<file path="src/rtl/seq_cla_chunked_alu_pkg.sv">
// Shared definitions for the chunked carry-look-ahead ALU: op codes,
// FSM encodings and default geometry.
package seq_cla_chunked_alu_pkg;

  localparam int DEFAULT_WIDTH = 16;
  localparam int DEFAULT_CHUNK = 7;

  localparam logic [1:0] OP_ADD = 2'b00;
  localparam logic [1:0] OP_SUB = 2'b01;
  localparam logic [1:0] OP_ACC = 2'b10;

  typedef enum logic [1:0] {
    LOAD_A = 2'b00,
    LOAD_B = 2'b01,
    CALC   = 2'b10,
    SEND   = 2'b11
  } state_t;

  // Beats needed to carry a w-bit value over a c-bit bus.
  function automatic int num_chunks(input int w, input int c);
    return (w + c - 1) / c;
  endfunction

endpackage

</file>
<file path="src/rtl/carry_look_ahead.sv">
// Shared generate/propagate adder: s = a + b + y, c = carry-out.
module carry_look_ahead #(
  parameter int WIDTH = 16
) (
  input  logic [WIDTH-1:0] a,
  input  logic [WIDTH-1:0] b,
  input  logic             y,
  output logic [WIDTH-1:0] s,
  output logic             c
);

  logic [WIDTH-1:0] gen;
  logic [WIDTH-1:0] prop;

  assign gen  = a & b;
  assign prop = a ^ b;

  // Carry recurrence c[i+1] = g[i] | p[i]&c[i]; synthesis flattens it into lookahead terms.
  always_comb begin
    logic cur;
    cur = y;
    s   = '0;
    for (int i = 0; i < WIDTH; i++) begin
      s[i] = prop[i] ^ cur;
      cur  = gen[i] | (prop[i] & cur);
    end
    c = cur;
  end

endmodule

</file>
<file path="src/rtl/seq_cla_chunked_alu.sv">
// Chunked-operand add/sub/accumulate unit: operands arrive LSB chunk first,
// one CLA pass computes the result, which is returned in chunks with a carry flag.
module seq_cla_chunked_alu
  import seq_cla_chunked_alu_pkg::*;
#(
  parameter int WIDTH = DEFAULT_WIDTH,
  parameter int CHUNK = DEFAULT_CHUNK
) (
  input  logic             clk,
  input  logic             rst_n,
  input  logic             in_valid,
  output logic             in_ready,
  input  logic [CHUNK-1:0] in_data,
  input  logic [1:0]       op,
  output logic             out_valid,
  input  logic             out_ready,
  output logic [CHUNK-1:0] out_data,
  output logic             out_last,
  output logic             out_carry
);

  localparam int NCHUNK = num_chunks(WIDTH, CHUNK);
  localparam int PADW   = NCHUNK * CHUNK;
  localparam int PW     = (PADW > 1) ? $clog2(PADW) : 1;
  localparam int CW     = (NCHUNK > 1) ? $clog2(NCHUNK) : 1;
  localparam logic [CW-1:0] LAST = CW'(NCHUNK - 1);

  state_t           state, state_n;
  logic [CW-1:0]    count, count_n;
  logic [1:0]       op_q, op_n;
  logic [WIDTH-1:0] a_q, a_n;
  logic [WIDTH-1:0] b_q, b_n;
  logic [WIDTH-1:0] result_q, result_n;
  logic             carry_q, carry_n;
  logic [WIDTH-1:0] acc, acc_n;

  logic [WIDTH-1:0] cla_a, cla_b, cla_s;
  logic             cla_y, cla_c;
  logic [PADW-1:0]  res_pad;
  logic [PW-1:0]    out_base;
  logic             is_last;

  // Overwrite one chunk of v; bits that land above WIDTH fall off the top.
  function automatic logic [WIDTH-1:0] put_chunk(input logic [WIDTH-1:0] v,
                                                 input int beat,
                                                 input logic [CHUNK-1:0] d);
    logic [PADW-1:0] mask;
    logic [PADW-1:0] data;
    mask = PADW'({CHUNK{1'b1}}) << (beat * CHUNK);
    data = PADW'(d) << (beat * CHUNK);
    return (v & ~WIDTH'(mask)) | WIDTH'(data);
  endfunction

  // Accumulate uses the running total as A; subtract is A + ~B + 1.
  assign cla_a = (op_q == OP_ACC) ? acc : a_q;
  assign cla_b = (op_q == OP_SUB) ? ~b_q : b_q;
  assign cla_y = (op_q == OP_SUB);

  carry_look_ahead #(.WIDTH(WIDTH)) u_cla (
    .a (cla_a),
    .b (cla_b),
    .y (cla_y),
    .s (cla_s),
    .c (cla_c)
  );

  // Zero-extending to the padded width makes the spare bits of the last output chunk read 0.
  assign res_pad  = PADW'(result_q);
  assign out_base = PW'(int'(count) * CHUNK);
  assign is_last  = (count == LAST);

  // Next-state, datapath updates and handshake outputs for the four-phase transaction.
  always_comb begin
    state_n    = state;
    count_n    = count;
    op_n       = op_q;
    a_n        = a_q;
    b_n        = b_q;
    result_n   = result_q;
    carry_n    = carry_q;
    acc_n      = acc;
    in_ready   = 1'b0;
    out_valid  = 1'b0;
    out_data   = '0;
    out_last   = 1'b0;
    out_carry  = 1'b0;

    case (state)
      LOAD_A: begin
        in_ready = 1'b1;
        if (in_valid) begin
          if (count == '0) begin
            op_n = op;
          end
          if ((count == '0) && (op == OP_ACC)) begin
            b_n = put_chunk(b_q, 0, in_data);
            if (NCHUNK == 1) begin
              state_n = CALC;
              count_n = '0;
            end else begin
              state_n = LOAD_B;
              count_n = CW'(1);
            end
          end else begin
            a_n = put_chunk(a_q, int'(count), in_data);
            if (is_last) begin
              state_n = LOAD_B;
              count_n = '0;
            end else begin
              count_n = count + 1'b1;
            end
          end
        end
      end
      LOAD_B: begin
        in_ready = 1'b1;
        if (in_valid) begin
          b_n = put_chunk(b_q, int'(count), in_data);
          if (is_last) begin
            state_n = CALC;
            count_n = '0;
          end else begin
            count_n = count + 1'b1;
          end
        end
      end
      CALC: begin
        result_n = cla_s;
        carry_n  = cla_c;
        if (op_q == OP_ACC) begin
          acc_n = cla_s;
        end
        state_n = SEND;
        count_n = '0;
      end
      SEND: begin
        out_valid = 1'b1;
        out_data  = res_pad[out_base +: CHUNK];
        out_last  = is_last;
        out_carry = is_last & carry_q;
        if (out_ready) begin
          if (is_last) begin
            state_n = LOAD_A;
            count_n = '0;
          end else begin
            count_n = count + 1'b1;
          end
        end
      end
      default: begin
        state_n = LOAD_A;
        count_n = '0;
      end
    endcase
  end

  // State and datapath registers; reset discards any partial transaction and clears acc.
  always_ff @(posedge clk or negedge rst_n) begin
    if (!rst_n) begin
      state    <= LOAD_A;
      count    <= '0;
      op_q     <= OP_ADD;
      a_q      <= '0;
      b_q      <= '0;
      result_q <= '0;
      carry_q  <= 1'b0;
      acc      <= '0;
    end else begin
      state    <= state_n;
      count    <= count_n;
      op_q     <= op_n;
      a_q      <= a_n;
      b_q      <= b_n;
      result_q <= result_n;
      carry_q  <= carry_n;
      acc      <= acc_n;
    end
  end

endmodule

</file>
<file path="config.mk">
export PLATFORM = sky130hd
export DESIGN_NAME = seq_cla_chunked_alu
export DESIGN_NICKNAME = d
export VERILOG_FILES = /design/src/rtl/seq_cla_chunked_alu_pkg.sv /design/src/rtl/carry_look_ahead.sv /design/src/rtl/seq_cla_chunked_alu.sv
export SDC_FILE = /design/constraint.sdc
export NUM_CORES = 1
export LEC_CHECK = 0
export ABC_CLOCK_PERIOD_IN_PS = 8900
export CAP_MARGIN = 20
export CORE_AREA = 5 5 86 88
export CTS_CLUSTER_SIZE = 14
export DETAILED_ROUTE_END_ITERATION = 16
export DIE_AREA = 0 0 91 93
export PLACE_DENSITY = 0.78
export SKIP_CTS_REPAIR_TIMING = 1
export SLEW_MARGIN = 20
export SYNTH_ARGS = -nofsm -noshare
export SYNTH_HDL_FRONTEND = slang
export SYNTH_HIERARCHICAL = 1
export SYNTH_SLANG_ARGS = --single-unit
</file>
<file path="constraint.sdc">
create_clock -name clk -period 8.9 [get_ports clk]
set_input_delay 1.335 -clock clk [delete_from_list [all_inputs] [get_ports clk]]
set_output_delay 1.335 -clock clk [all_outputs]
set_load 0.005 [all_outputs]
</file>
---- Word level (Yosys, flattened, before mapping) ----
Index checks and enable logic that the tools add are counted.
W data, S select, Z words.
word-level totals
  bits of input ports ..................... 13
  register bits after elaboration ......... 71
  output and inout port bits .............. 11
  logic and storage cells ................. 122
cells by class
  add/subtract/negate cells ............... 1
  multiply operators ...................... 1
  reductions and logical operators ........ 11
  equal/unequal tests ..................... 14
  multiplexer cells ....................... 25
  bitwise logic cells ..................... 59
  shift operators ......................... 3
operator list
  operator                 number
  $mux W16                 5
  $and A16 B16 Y16         3
  $not A16 Y16             2
  $or A16 B16 Y16          2
  $pmux W16 S2             1
  $shl A7 B32 Y16 const A  1
  $mux W2                  12
  $shiftx A21 B6 Y7        1
  $and A1 B1 Y1            17
  $or A1 B1 Y1             16
  $or A16 B7 Y16           1
  $pmux W2 S4              2
  $shl A7 B5 Y16           1
  $xor A1 B1 Y1            16
  $xor A16 B16 Y16         1
  $ne A2 B2 Y1 const B     6
  $eq A2 B2 Y1 const B     5
  $reduce_and A3 Y1        3
  $mux W7                  1
  $reduce_and A6 Y1        1
  $mul A2 B3 Y5 const B    1
  $eq A2 B1 Y1 const B     2
  $logic_not A2 Y1         2
  $mux W1                  4
  8 further kinds          8

---- Depth between registers and ports, before layout ----
  depth after elaboration ................. 35
  mapped depth ............................ 25

---- Modules after synthesis ----
Netlist, hierarchy kept.
by module, submodules not included
  module               area each (um^2)  cells each  times used  sequential area each (um^2)
  seq_cla_chunked_alu  3,388.2           240         1           1,776.7
  carry_look_ahead     357.8             26          1           0.0

---- Least setup slack after synthesis ----
No wires, ideal clock.
  kind .................................... flip-flop to flip-flop
  start ................................... reg op_q[0]
  end ..................................... reg result_q[15]
  period minus slack after synthesis ...... 7.215 ns
  setup time .............................. 0.064 ns
  path buffers ............................ 1
  arrival ................................. 7.151 ns
  cell stages (with the launch flop) ...... 25
  path slack .............................. 1.685 ns
  path through ............................ dfrtp_1 nor2b_1 buf_4 mux2_2 inv_1 fa_1 inv_1 fa_1 fa_1 fa_1 fa_1 fa_1 fa_1 fa_1 fa_1 fa_1 fa_1 fa_1 fa_1 fa_1 fa_1 inv_1 fa_1 inv_1 mux2_2
on the way
  cells in the longest elaborated chain, start to end .. 34
RTL lines
  what                    line                        source
  start, declared         seq_cla_chunked_alu.sv:30   logic [1:0] op_q, op_n;
  start signal, assigned  seq_cla_chunked_alu.sv:171  op_q <= op_n;
  $eq A2 B2 Y1 *          seq_cla_chunked_alu.sv:55   assign cla_a = (op_q == OP_ACC) ? acc : a_q;
  $mux W16 *              seq_cla_chunked_alu.sv:55
  named net cla_a[0]      seq_cla_chunked_alu.sv:37   logic [WIDTH-1:0] cla_a, cla_b, cla_s;
  $xor A16 B16 Y16        carry_look_ahead.sv:16      assign prop = a ^ b;
  $and A1 B1 Y1           carry_look_ahead.sv:25      cur = gen[i] | (prop[i] & cur);
  $or A1 B1 Y1 *          carry_look_ahead.sv:25
  $and A1 B1 Y1 *         carry_look_ahead.sv:25
  $or A1 B1 Y1 *          carry_look_ahead.sv:25
  [20 not listed]         -
  $and A1 B1 Y1 *         carry_look_ahead.sv:25
  $or A1 B1 Y1 *          carry_look_ahead.sv:25
  $and A1 B1 Y1 *         carry_look_ahead.sv:25
  $or A1 B1 Y1 *          carry_look_ahead.sv:25
  $and A1 B1 Y1 *         carry_look_ahead.sv:25
  $or A1 B1 Y1 *          carry_look_ahead.sv:25
  $xor A1 B1 Y1 *         carry_look_ahead.sv:24      s[i] = prop[i] ^ cur;
  named net cla_s[15]     seq_cla_chunked_alu.sv:37
  end signal, assigned    seq_cla_chunked_alu.sv:174  result_q <= result_n;
  end, declared           seq_cla_chunked_alu.sv:33   logic [WIDTH-1:0] result_q, result_n;
Mark *: on every way through the listed nets, which the timed path passes. The rest lies on a longest branch.
A chain may end at the register's enable or synchronous reset.

---- Final worst setup path ----
  start ................................... reg op_q[0]
  end ..................................... reg acc[15]
on the way
  cells in the longest elaborated chain, start to end .. 34
RTL lines
  what                  line                        source
  $eq A2 B2 Y1 *        seq_cla_chunked_alu.sv:55
  $mux W16 *            seq_cla_chunked_alu.sv:55
  named net cla_a[0]    seq_cla_chunked_alu.sv:37
  $xor A16 B16 Y16      carry_look_ahead.sv:16
  $and A1 B1 Y1         carry_look_ahead.sv:25
  $or A1 B1 Y1 *        carry_look_ahead.sv:25
  $and A1 B1 Y1 *       carry_look_ahead.sv:25
  $or A1 B1 Y1 *        carry_look_ahead.sv:25
  [20 not listed]       -
  $and A1 B1 Y1 *       carry_look_ahead.sv:25
  $or A1 B1 Y1 *        carry_look_ahead.sv:25
  $and A1 B1 Y1 *       carry_look_ahead.sv:25
  $or A1 B1 Y1 *        carry_look_ahead.sv:25
  $and A1 B1 Y1 *       carry_look_ahead.sv:25
  $or A1 B1 Y1 *        carry_look_ahead.sv:25
  $xor A1 B1 Y1 *       carry_look_ahead.sv:24
  named net cla_s[15]   seq_cla_chunked_alu.sv:37
  end signal, assigned  seq_cla_chunked_alu.sv:176  acc <= acc_n;
  end, declared         seq_cla_chunked_alu.sv:35   logic [WIDTH-1:0] acc, acc_n;
Marks and branches as above.

==> results.md <==
- Rel. slew slack: 39.23%
- Leak pwr: 1.892 nW
- Largest net degree at the start of global routing: 72
- CTS H-tree depth: 3
- Max-cap violations: 0
- Final Max Slew Viols: 0
- Initial DRC count: 49
- RSZ-0062 raised after global routing: no
- Hold path depth: 1
- Pwr/cell area: 466.4 mW/mm2
- GRT overflow: 0
- Vias in the first global route: 2301
- Final Cycle Share: 88.08%
- Worst-Skew Late Latency: 0.34 ns
- CP required: 9.19 ns
- Sequential fraction of the synthesis area: 47.43%
- Clock Path Buffers: 2
- Die Width: 91 um
- # rows: 30
- Initial antenna violation count: 0
- CP top delay family: adder cells
- Ys Warns: 6
- Fillcell total: 487
- Worst-case clock skew: 0.004139 ns
- First-pass GRT wire length: 11820 um
- WL/cell: 18.19 um
- Total GRT Usage: 17.99%
- Min-Delay Path Class: reg2reg
- Worst slew pin tran: 0.9116 ns
- Clk sinks: 71
- Slowest stage delay, CP: 0.43 ns
- Synth Register Bits: 71
- Final wirelength: 6841 um
- Crit path top cell by count: fa_1
- Final worst path period need: 7.839 ns
- CTS tree: done
- Die ar.: 0.008463 mm2
- Syn Std Cell Area: 0.003746 mm2
- Vias after detailed routing: 2057
- Syn Nets: 299
- Crit path cell chain: nor2b_1 > buf_4 > mux2_2 > inv_1 > fa_1 > inv_1 > fa_1 > fa_1 > fa_1 > fa_1 > fa_1 > fa_1 > fa_1 > fa_1 > fa_1 > fa_1 > fa_1 > fa_1 > fa_1 > fa_1 > inv_1 > fa_1 > inv_1 > mux2_2
- Clock Power Share: 13.6%
- CP max FO: 17
- Ant diodes: 0
- Pre-antenna DRT Iters: 4
- Remaining antenna violation count after routing: 0
- Status: finished, final reports clean
- IO buf count: 23
- CP Capture Type: flip-flop
- Die H: 93 um
- Syn Inst Count: 266
- Worst-path clk slew: 0.07 ns
- Clk root buf: clkbuf_8
- CP Class: reg2reg
- Critical path startpoint category: flip-flop
- Vias per cell: 5.471
- Comb pwr share: 56.1%
- Ports: 24
- Share of layout cells above drive strength 1: 36.82%
- Buf/Inv on CP: 5
- Pwr Total: 0.001971 W
- R2R cell count: 24
- Netlist cell types: 31
- Fmax: 0.1276 GHz
- DR DRC count: 0
- Hpwl dp: 4800 um
- Area Overhead vs Synth: 12.83%
- Internal: 0.001242 W
- Core area: 0.006569 mm2
- Finish-stage setup viols: 0
- Crit-path slowest cell: fa_1
- Worst VDD drop: 256.8 uV
- Setup TNS: 0 ns
- Psw: 0.0007289 W
- # nets final: 324
- Avg Cell Area, Syn: 14.08 um2
- Final hold vios: 0
- Initial cell density of the core: 57.03%
- Crit path depth: 24
- Sw Ratio: 36.98%
- RePlAce Congestion: 0.7684
- Crit path DAT: 8.13 ns
- Register share of total power: 30.3%
- CTS Buf Count: 9
per-stage QoR:
| stage | utilization [%] | hold slack [ns] | setup WS [ns] | instance area [um2] | instances |
|---|---|---|---|---|---|
| final | 64.34 | 0.5032 | 1.061 | 4227 | 376 |
| after global routing | 64.34 | 0.5250 | 0.8408 | 4227 | 376 |
| after CTS | 64.34 | 0.5066 | 1.093 | 4227 | 376 |
| after detailed placement | 61.16 | 0.4867 | 1.159 | 4018 | 360 |
| after global placement | 61.16 | 0.4827 | 1.301 | 4018 | 360 |
| after floorplan | - | 0.4727 | 1.685 | 3746 | 266 |
flip-flops by register name, indices dropped and copies added, names as in the netlist:
| register | cells |
|---|---|
| state | 2 |
| b_q | 16 |
| count | 2 |
| result_q | 16 |
| acc | 16 |
| op_q | 2 |
| a_q | 16 |
| carry_q | 1 |
cells in the mapped netlist (all sizes together):
| cell type | n | area share [%] |
|---|---|---|
| a21oi | 3 | 0.40 |
| and2 | 1 | 0.17 |
| mux2i | 8 | 2.1 |
| nand2b | 3 | 0.57 |
| o22ai | 1 | 0.17 |
| nand3 | 3 | 0.67 |
| xnor2 | 16 | 3.7 |
| inv | 15 | 1.5 |
| buf | 11 | 1.9 |
| a22o | 2 | 0.47 |
| a211oi | 1 | 0.33 |
| nand2 | 1 | 0.17 |
| and2b | 1 | 0.20 |
| o21bai | 1 | 0.20 |
| nor2b | 4 | 0.87 |
| fa | 16 | 8.6 |
| nor2 | 14 | 1.4 |
| a21o | 1 | 0.20 |
| ha | 4 | 1.3 |
| mux2 | 84 | 27 |
| clkbuf | 1 | 0.10 |
| dfrtp | 71 | 47 |
| and3 | 4 | 0.80 |
per-layer routing:
metal | wire (um) | share of wire (%) | vias to the layer above | GRT usage [%]
li1 | - | - | 947 | -
met1 | 3107 | 45 | 1069 | 23.52
met2 | 3423 | 50 | 32 | 29.51
met3 | 197 | 2.9 | 9 | 3.298
met4 | 112 | 1.6 | 0 | 7.702
met5 | 0 | 0 | - | 0
power groups by stage:
| stage | logic [W] | registers (W) | clock network, W |
|---|---|---|---|
| global placement | 0.00108 | 0.000595 | 0 |
| floorplan | 0.000831 | 0.000560 | 0 |
| detailed placement | 0.00111 | 0.000602 | 0 |
| CTS | 0.00112 | 0.000597 | 0.000273 |
| global route | 0.00122 | 0.000618 | 0.000289 |
| finish | 0.00111 | 0.000597 | 0.000269 |
logic make-up after synthesis:
family / after synthesis / share of synthesized area (%)
multiplexers: 92 / 28.79
AND/OR/NAND/NOR: 31 / 4.843
adder cells (fa/ha/maj): 20 / 9.887
AO/OA/AOI/OAI: 9 / 1.770
buffers and inverters: 27 / 3.540
XOR/XNOR: 16 / 3.741
flip-flops: 71 / 47.43
final cells by class:
cell class	count	area, um2	area share (%)
multi-input cells	168	1837	43.46
flip-flops and latches	71	1777	42.04
repair buffers	26	247.7	5.861
clock buffers	13	168.9	3.996
well taps	80	100.1	2.368
inverters	15	56.30	1.332
clock inverters	3	40.04	0.9473
final timing paths:
kind,startpoint,to,slack (ns)
max in group asynchronous,rst_n,acc[9]$_DFFE_PN0P_,7.10
max reg2reg,op_q[0]$_DFFE_PN0P_,acc[15]$_DFFE_PN0P_,1.06
min in group asynchronous,rst_n,b_q[0]$_DFFE_PN0P_,1.18
min reg2reg,acc[2]$_DFFE_PN0P_,acc[2]$_DFFE_PN0P_,0.50
max,op_q[0]$_DFFE_PN0P_,acc[15]$_DFFE_PN0P_,1.06
min,acc[2]$_DFFE_PN0P_,acc[2]$_DFFE_PN0P_,0.50
cells in the final DEF, fill, tap and decap left out, types with 2 or more instances in the layout:
cell	count
clkdlybuf4s50_1	22
xnor2_1	16
dfrtp_1	71
clkinv_2	2
a21oi_1	3
nor2b_1	3
nor2_1	14
mux2_2	69
mux2i_1	8
mux2_4	14
clkbuf_8	12
fa_1	16
nand3_2	2
ha_1	4
inv_1	15
nand2b_1	2
and3_1	3
buf_4	3
a22o_1	2
(Power assumes the default switching activity.)
